--- config.mk ---
export PLATFORM = sky130hd
export DESIGN_NAME = register_file_mp
export DESIGN_NICKNAME = d
export VERILOG_FILES = /design/src/rtl/register_file_mp.sv
export SDC_FILE = /design/constraint.sdc
export NUM_CORES = 1
export LEC_CHECK = 0
export ABC_AREA = 1
export CORE_ASPECT_RATIO = 2
export CORE_MARGIN = 2
export CORE_UTILIZATION = 45
export CTS_BUF_LIST = sky130_fd_sc_hd__clkbuf_4 sky130_fd_sc_hd__clkbuf_8
export CTS_CLUSTER_DIAMETER = 150
export DETAILED_ROUTE_END_ITERATION = 6
export PLACE_DENSITY = 0.88
export SYNTH_ARGS = -nofsm -noshare
export SYNTH_HDL_FRONTEND = slang
export SYNTH_SLANG_ARGS = --single-unit
--- constraint.sdc ---
create_clock -name clk -period 6.4 [get_ports clk]
set_clock_uncertainty 0.1 [all_clocks]
set_input_delay 1.28 -clock clk [delete_from_list [all_inputs] [get_ports clk]]
set_output_delay 1.28 -clock clk [all_outputs]
set_load 0.05 [all_outputs]
--- src/rtl/register_file_mp.sv ---
// Multi-port register file: NUM_REGS x DATA_W storage, two combinational read ports,
// one synchronous write port with LOAD/INC/DEC/CLR, optional write-through and hardwired R0.
module register_file_mp #(
    parameter int DATA_W   = 4,
    parameter int NUM_REGS = 4,
    parameter int ADDR_W   = 2,
    parameter int BYPASS   = 1,
    parameter int ZERO_R0  = 0
) (
    input  logic                         clk,
    input  logic                         reset,
    input  logic                         we,
    input  logic [ADDR_W-1:0]            waddr,
    input  logic [1:0]                   wop,
    input  logic [DATA_W-1:0]            wdata,
    input  logic [ADDR_W-1:0]            raddr_a,
    output logic [DATA_W-1:0]            rdata_a,
    input  logic [ADDR_W-1:0]            raddr_b,
    output logic [DATA_W-1:0]            rdata_b,
    output logic                         wr_done,
    output logic [DATA_W-1:0]            wr_result,
    output logic [NUM_REGS*DATA_W-1:0]   regs_flat
);

    localparam logic [1:0] OP_LOAD = 2'b00;
    localparam logic [1:0] OP_INC  = 2'b01;
    localparam logic [1:0] OP_DEC  = 2'b10;

    logic [DATA_W-1:0] regs_q [NUM_REGS];
    logic [DATA_W-1:0] regs_d [NUM_REGS];
    logic              wr_done_q, wr_done_d;
    logic [DATA_W-1:0] wr_result_q, wr_result_d;
    logic              wr_acc;
    logic [DATA_W-1:0] cur_val;
    logic [DATA_W-1:0] nv;

    function automatic logic addr_hit(input logic [ADDR_W-1:0] a, input int idx);
        return 32'(a) == 32'(idx);
    endfunction

    function automatic logic in_range(input logic [ADDR_W-1:0] a);
        return 32'(a) < 32'(NUM_REGS);
    endfunction

    // Write path: resolve the op against the currently stored value of the target.
    always_comb begin
        cur_val = '0;
        for (int i = 0; i < NUM_REGS; i++) begin
            if (addr_hit(waddr, i)) begin
                cur_val = regs_q[i];
            end
        end

        wr_acc = we && !reset && in_range(waddr) && !((ZERO_R0 != 0) && (waddr == '0));

        case (wop)
            OP_LOAD: nv = wdata;
            OP_INC:  nv = cur_val + DATA_W'(1);
            OP_DEC:  nv = cur_val - DATA_W'(1);
            default: nv = '0;
        endcase

        for (int i = 0; i < NUM_REGS; i++) begin
            regs_d[i] = regs_q[i];
            if (wr_acc && addr_hit(waddr, i)) begin
                regs_d[i] = nv;
            end
        end

        wr_done_d   = wr_acc;
        wr_result_d = wr_acc ? nv : wr_result_q;
    end

    // Read ports; wr_acc already excludes reset, out-of-range and hardwired R0,
    // so the bypass can never leak a value those cases must hide.
    always_comb begin
        rdata_a = '0;
        rdata_b = '0;
        for (int i = 0; i < NUM_REGS; i++) begin
            if (!((ZERO_R0 != 0) && (i == 0))) begin
                if (addr_hit(raddr_a, i)) rdata_a = regs_q[i];
                if (addr_hit(raddr_b, i)) rdata_b = regs_q[i];
            end
        end
        if ((BYPASS != 0) && wr_acc && (waddr == raddr_a)) rdata_a = nv;
        if ((BYPASS != 0) && wr_acc && (waddr == raddr_b)) rdata_b = nv;
    end

    always_ff @(posedge clk) begin
        if (reset) begin
            for (int i = 0; i < NUM_REGS; i++) begin
                regs_q[i] <= '0;
            end
            wr_done_q   <= 1'b0;
            wr_result_q <= '0;
        end else begin
            regs_q      <= regs_d;
            wr_done_q   <= wr_done_d;
            wr_result_q <= wr_result_d;
        end
    end

    assign wr_done   = wr_done_q;
    assign wr_result = wr_result_q;

    for (genvar g = 0; g < NUM_REGS; g++) begin : g_flat
        if ((ZERO_R0 != 0) && (g == 0)) begin : g_zero
            assign regs_flat[g*DATA_W +: DATA_W] = '0;
        end else begin : g_reg
            assign regs_flat[g*DATA_W +: DATA_W] = regs_q[g];
        end
    end

endmodule

# Yosys cells after proc, flatten, opt, wreduce, memory -nomap -nowiden
# Cells that the tools add are included.
dict set report classes {
  add_sub_neg 2
  n_eq_ne 13
  mux 15
  reduce_logical 12
}
# cell n
set op_table {}
lappend op_table {{$mux W4} 14}
lappend op_table {{$eq A2 B2 Y1 const B} 7}
lappend op_table {{$pmux W4 S3} 1}
lappend op_table {{$eq A2 B1 Y1 const B} 4}
lappend op_table {{$logic_not A2 Y1} 4}
lappend op_table {{$logic_and A1 B1 Y1} 7}
lappend op_table {{$add A4 B1 Y4 const B} 1}
lappend op_table {{$eq A2 B2 Y1} 2}
lappend op_table {{$sub A4 B1 Y4 const B} 1}
lappend op_table {{$logic_not A1 Y1} 1}
dict set report totals {
  ff_bits 21
  input_bits 15
  output_inout_bits 29
  wordCells 48
}

# Logic depth before layout (Yosys ltp)
dict set report logic_depth {
  ltp_word 8
  ltp_mapped 18
  mapped_depth_nobuf 17
}

# Least setup slack after synthesis
# Ideal clock, no wire load.
dict set report synth_timing {
  kind {in2out}
  startpoint {input waddr[0]}
  endpoint {output rdata_a[2]}
  t_arrival_ns 3.455
  required_ns 5.020
  setup_slack_ns 1.565
  cell_stages 12
  n_path_buf 1
  cell_sequence {buf_6 > inv_4 > nor2_1 > inv_1 > o21ai_0 > o21ai_0 > o21ai_0 > fa_1 > xnor2_1 > o21ai_0 > nand2_1 > o22ai_1}
}
dict set report synth_via {
  elab_chain_cells 8
  elab_cells_between_ends 14
  classes_between {add/sub: 2; eq/ne: 4; mux: 6; reduce/logical: 2}
}
# element line_no
set synth_lines {}
lappend synth_lines {{from (decl)} 13} ;# input logic [ADDR_W-1:0] waddr,
lappend synth_lines {{$logic_not A2 Y1} 38} ;# return 32'(a) == 32'(idx);
lappend synth_lines {{$mux W4 (4 in a row)} 49} ;# if (addr_hit(waddr, i)) begin
lappend synth_lines {{$sub A4 B1 Y4 / $add A4 B1 Y4 (equally long branches)} {59, 58}}
lappend synth_lines {{$pmux W4 S3} 56} ;# case (wop)
lappend synth_lines {{$mux W4 *} 85} ;# if ((BYPASS != 0) && wr_acc && (waddr == raddr_a)) rdata_a = nv;
lappend synth_lines {{to (decl)} 17} ;# output logic [DATA_W-1:0] rdata_a,
# Every way passes the cells marked *; elsewhere a longest branch is shown, timed or not.

# Final worst setup path
# Ends and elaborated chain as after synthesis.

==> impl_metrics.env <==
export IMPL_status="complete, no violations"
export IMPL_cts_tree="yes"
export IMPL_first_iter_violations=50
export IMPL_grt_pass1_vias=1614
export IMPL_synth_seq_cells=21
export IMPL_place_ws_ns=0.305
export IMPL_register_area_um2=420
export IMPL_clkPwrFrac_pct=25.5
export IMPL_synth_net_count=228
export IMPL_p_leak_nw=0.790
export IMPL_grt_pass1_wl_um=7550
export IMPL_p_sw_share_pct=36.6
export IMPL_postSynthAreaPerCell_um2=7.19
export IMPL_final_common_cell="clkdlybuf4s50_1"
export IMPL_worstHoldPathType="flip-flop to flip-flop"
export IMPL_setup_violations_final=0
export IMPL_synth_area_leaders="dfxtp_1, o21ai_0, inv_1"
export IMPL_r2r_slack_ns=4.08
export IMPL_root_buffer="clkbuf_8"
export IMPL_rows=29
export IMPL_grtUsageTotal_pct=26.7
export IMPL_peakVddDrop_v=0.000144
export IMPL_totalNegativeSetupSlack_ns=0
export IMPL_grt_ovfl_total=0
export IMPL_cts_setup_buffers=0
export IMPL_critPathMostFrequentCell="o21ai_0"
export IMPL_ant_nets=0
export IMPL_power_frac_comb_pct=35.1
export IMPL_antenna_found_initial=0
export IMPL_cts_sinks=21
export IMPL_critical_path_arrival_ns=4.76
export IMPL_required_ns=5.02
export IMPL_finalMaxSlewViolations=0
export IMPL_placed_area_um2=1940
export IMPL_fin_nets=274
export IMPL_switchingPower_mw=0.132
export IMPL_fillers=300
export IMPL_netlist_instances=207
export IMPL_gp_congestion=1.03
export IMPL_h_tree_depth=1
export IMPL_vias=1630
export IMPL_die_area_um2=3810
export IMPL_slowest_stage="clkdlybuf4s50_1"
export IMPL_maxCapViolations=0
export IMPL_fmax_mhz=163
export IMPL_coreArea_um2=3160
export IMPL_viasPerCell=5.76
export IMPL_endpoint_kind="primary output"
export IMPL_worstSetupStartpointType="input pin"
export IMPL_cpPeakStageDelay_ns=0.85
export IMPL_rsz0062_at_grt="false"
export IMPL_crit_fanout=10
export IMPL_syn_area_um2=1490
export IMPL_period_needed_ns=6.14
export IMPL_crit_chain="clkdlybuf4s50_1 -> inv_4 -> o21ai_0 -> o21ai_0 -> o21ai_0 -> o21ai_0 -> fa_1 -> xnor2_1 -> o21ai_0 -> nand2_1 -> o22ai_1 -> clkdlybuf4s50_1"
export IMPL_wire_per_inst_um=16.5
export IMPL_dr_pass1_iters=4
export IMPL_yosysSeqAreaShare_pct=28.2
export IMPL_cts_hold_buf=0
export IMPL_diodes=0
export IMPL_start_util_pct=47.2
export IMPL_stdcell_area_um2=1990
export IMPL_hpwlAfterDp_um=3630
export IMPL_hold_viol_final=0
export IMPL_clock_latency_ns=0.26
export IMPL_cts_clk_slew_worst_paths_ns=0.07
export IMPL_final_cell_mix="clkdlybuf4s50_1, inv_1, nand2_1"
export IMPL_worst_setup_path_type="input pin to primary output"
export IMPL_totalWireLength_um=4670
export IMPL_ys_warn_count=0
export IMPL_grt_max_degree=22
export IMPL_ys_types=32
export IMPL_cts_buffers=3
export IMPL_die_width_um=44.7
export IMPL_fin_crit_sh_pct=95.9
export IMPL_die_h_um=85.3
export IMPL_drcViolationCount=0
export IMPL_area_growth_pct=33.8
export IMPL_p_int_mw=0.228
export IMPL_portBuffers=43
export IMPL_cts_resized=0
export IMPL_synth_top_cell_by_area="dfxtp_1"
export IMPL_maxSlewHeadroom_pct=60.2
export IMPL_tightest_slew_ns=0.595
export IMPL_power_density_nw_per_um2=181
export IMPL_seqPwrFrac_pct=39.4
export IMPL_multiInputGateArea_um2=918
export IMPL_layout_drive_gt1_share_pct=14.3
export IMPL_io_pins=44
export IMPL_layout_setup_ws_ns=0.264
export IMPL_clockBufferDepth=2
export IMPL_synth_top_area_share_pct=28.2
[routing by layer]
metal | routed length (um) | track usage [%] | vias to the layer above
met4 | 226 | 19.3 | 0
met1 | 1770 | 30.3 | 745
met3 | 212 | 1.70 | 17
li1 | - | - | 799
met2 | 2460 | 44.5 | 69
met5 | 0 | 0 | -
[power by group through the flow]
stage / sequential, mW / combinational, mW / clock [mW]
finish: 0.142 / 0.126 / 0.0917
global route: 0.142 / 0.135 / 0.0972
CTS: 0.142 / 0.126 / 0.0918
detailed placement: 0.145 / 0.126 / 0
global placement: 0.145 / 0.125 / 0
floorplan: 0.162 / 0.0655 / 0
[cell type report]
type,count,share of cell area (%)
Multi-Input combinational cell,151,46.1
Timing Repair Buffer,45,22.4
Sequential cell,21,21.1
Inverter,31,6.03
Clock buffer,4,2.45
Tap cell,31,1.95
[critical path, delay by kind of cell]
| kind | cells | cell delay, ns |
|---|---|---|
| buffers and inverters | 3 | 1.75 |
| AO/OA/AOI/OAI | 6 | 0.91 |
| adder cells (fa/ha/maj) | 1 | 0.45 |
| AND/OR/NAND/NOR | 1 | 0.20 |
| XOR/XNOR | 1 | 0.14 |
[per-stage QoR]
stage / hold WS, ns / power (mW) / utilization, % / instances
after global placement: 0.396 / 0.269 / 61.6 / 279
after floorplan: 0.628 / 0.227 / - / 207
final: 0.411 / 0.360 / 63.1 / 283
after global routing: 0.454 / 0.374 / 63.1 / 283
after detailed placement: 0.405 / 0.270 / 61.6 / 279
after CTS: 0.416 / 0.360 / 63.1 / 283
[final timing paths]
kind / from / to / cells past startpoint
hold reg to reg: regs_flat[11] / regs_flat[11] / 2
hold / removal: regs_flat[11] / regs_flat[11] / 2
setup / recovery: waddr[0] / rdata_a[2] / 12
setup reg to reg: regs_flat[1] / regs_flat[10] / 9
[cells by family (layout without fill, tap and decap cells)]
family	Yosys count	after routing	synth area share (%)
AO/OA/AOI/OAI	71	71	30.3
AND/OR/NAND/NOR	71	71	24.1
buffers and inverters	35	80	10.1
flip-flops	21	21	28.2
adder cells (fa/ha/maj)	6	6	5.55
XOR/XNOR	3	3	1.77
[cell usage after synthesis (all sizes together)]
master / number
o21ai: 42
nand2: 37
inv: 30
dfxtp: 21
nand3: 20
a21oi: 12
nor2: 12
ha: 5
a221oi: 4
o221ai: 4
a211oi: 3
buf: 3
o211ai: 3
xnor2: 3
o22ai: 2
a22o: 1
and2: 1
clkbuf: 1
clkinv: 1
fa: 1
or2: 1
[registers in the layout, indices dropped and copies added, names as in the netlist]
register and flops:
regs_flat 16, wr_result 4, wr_done 1
No activity file was read; power rests on OpenSTA's default activity.
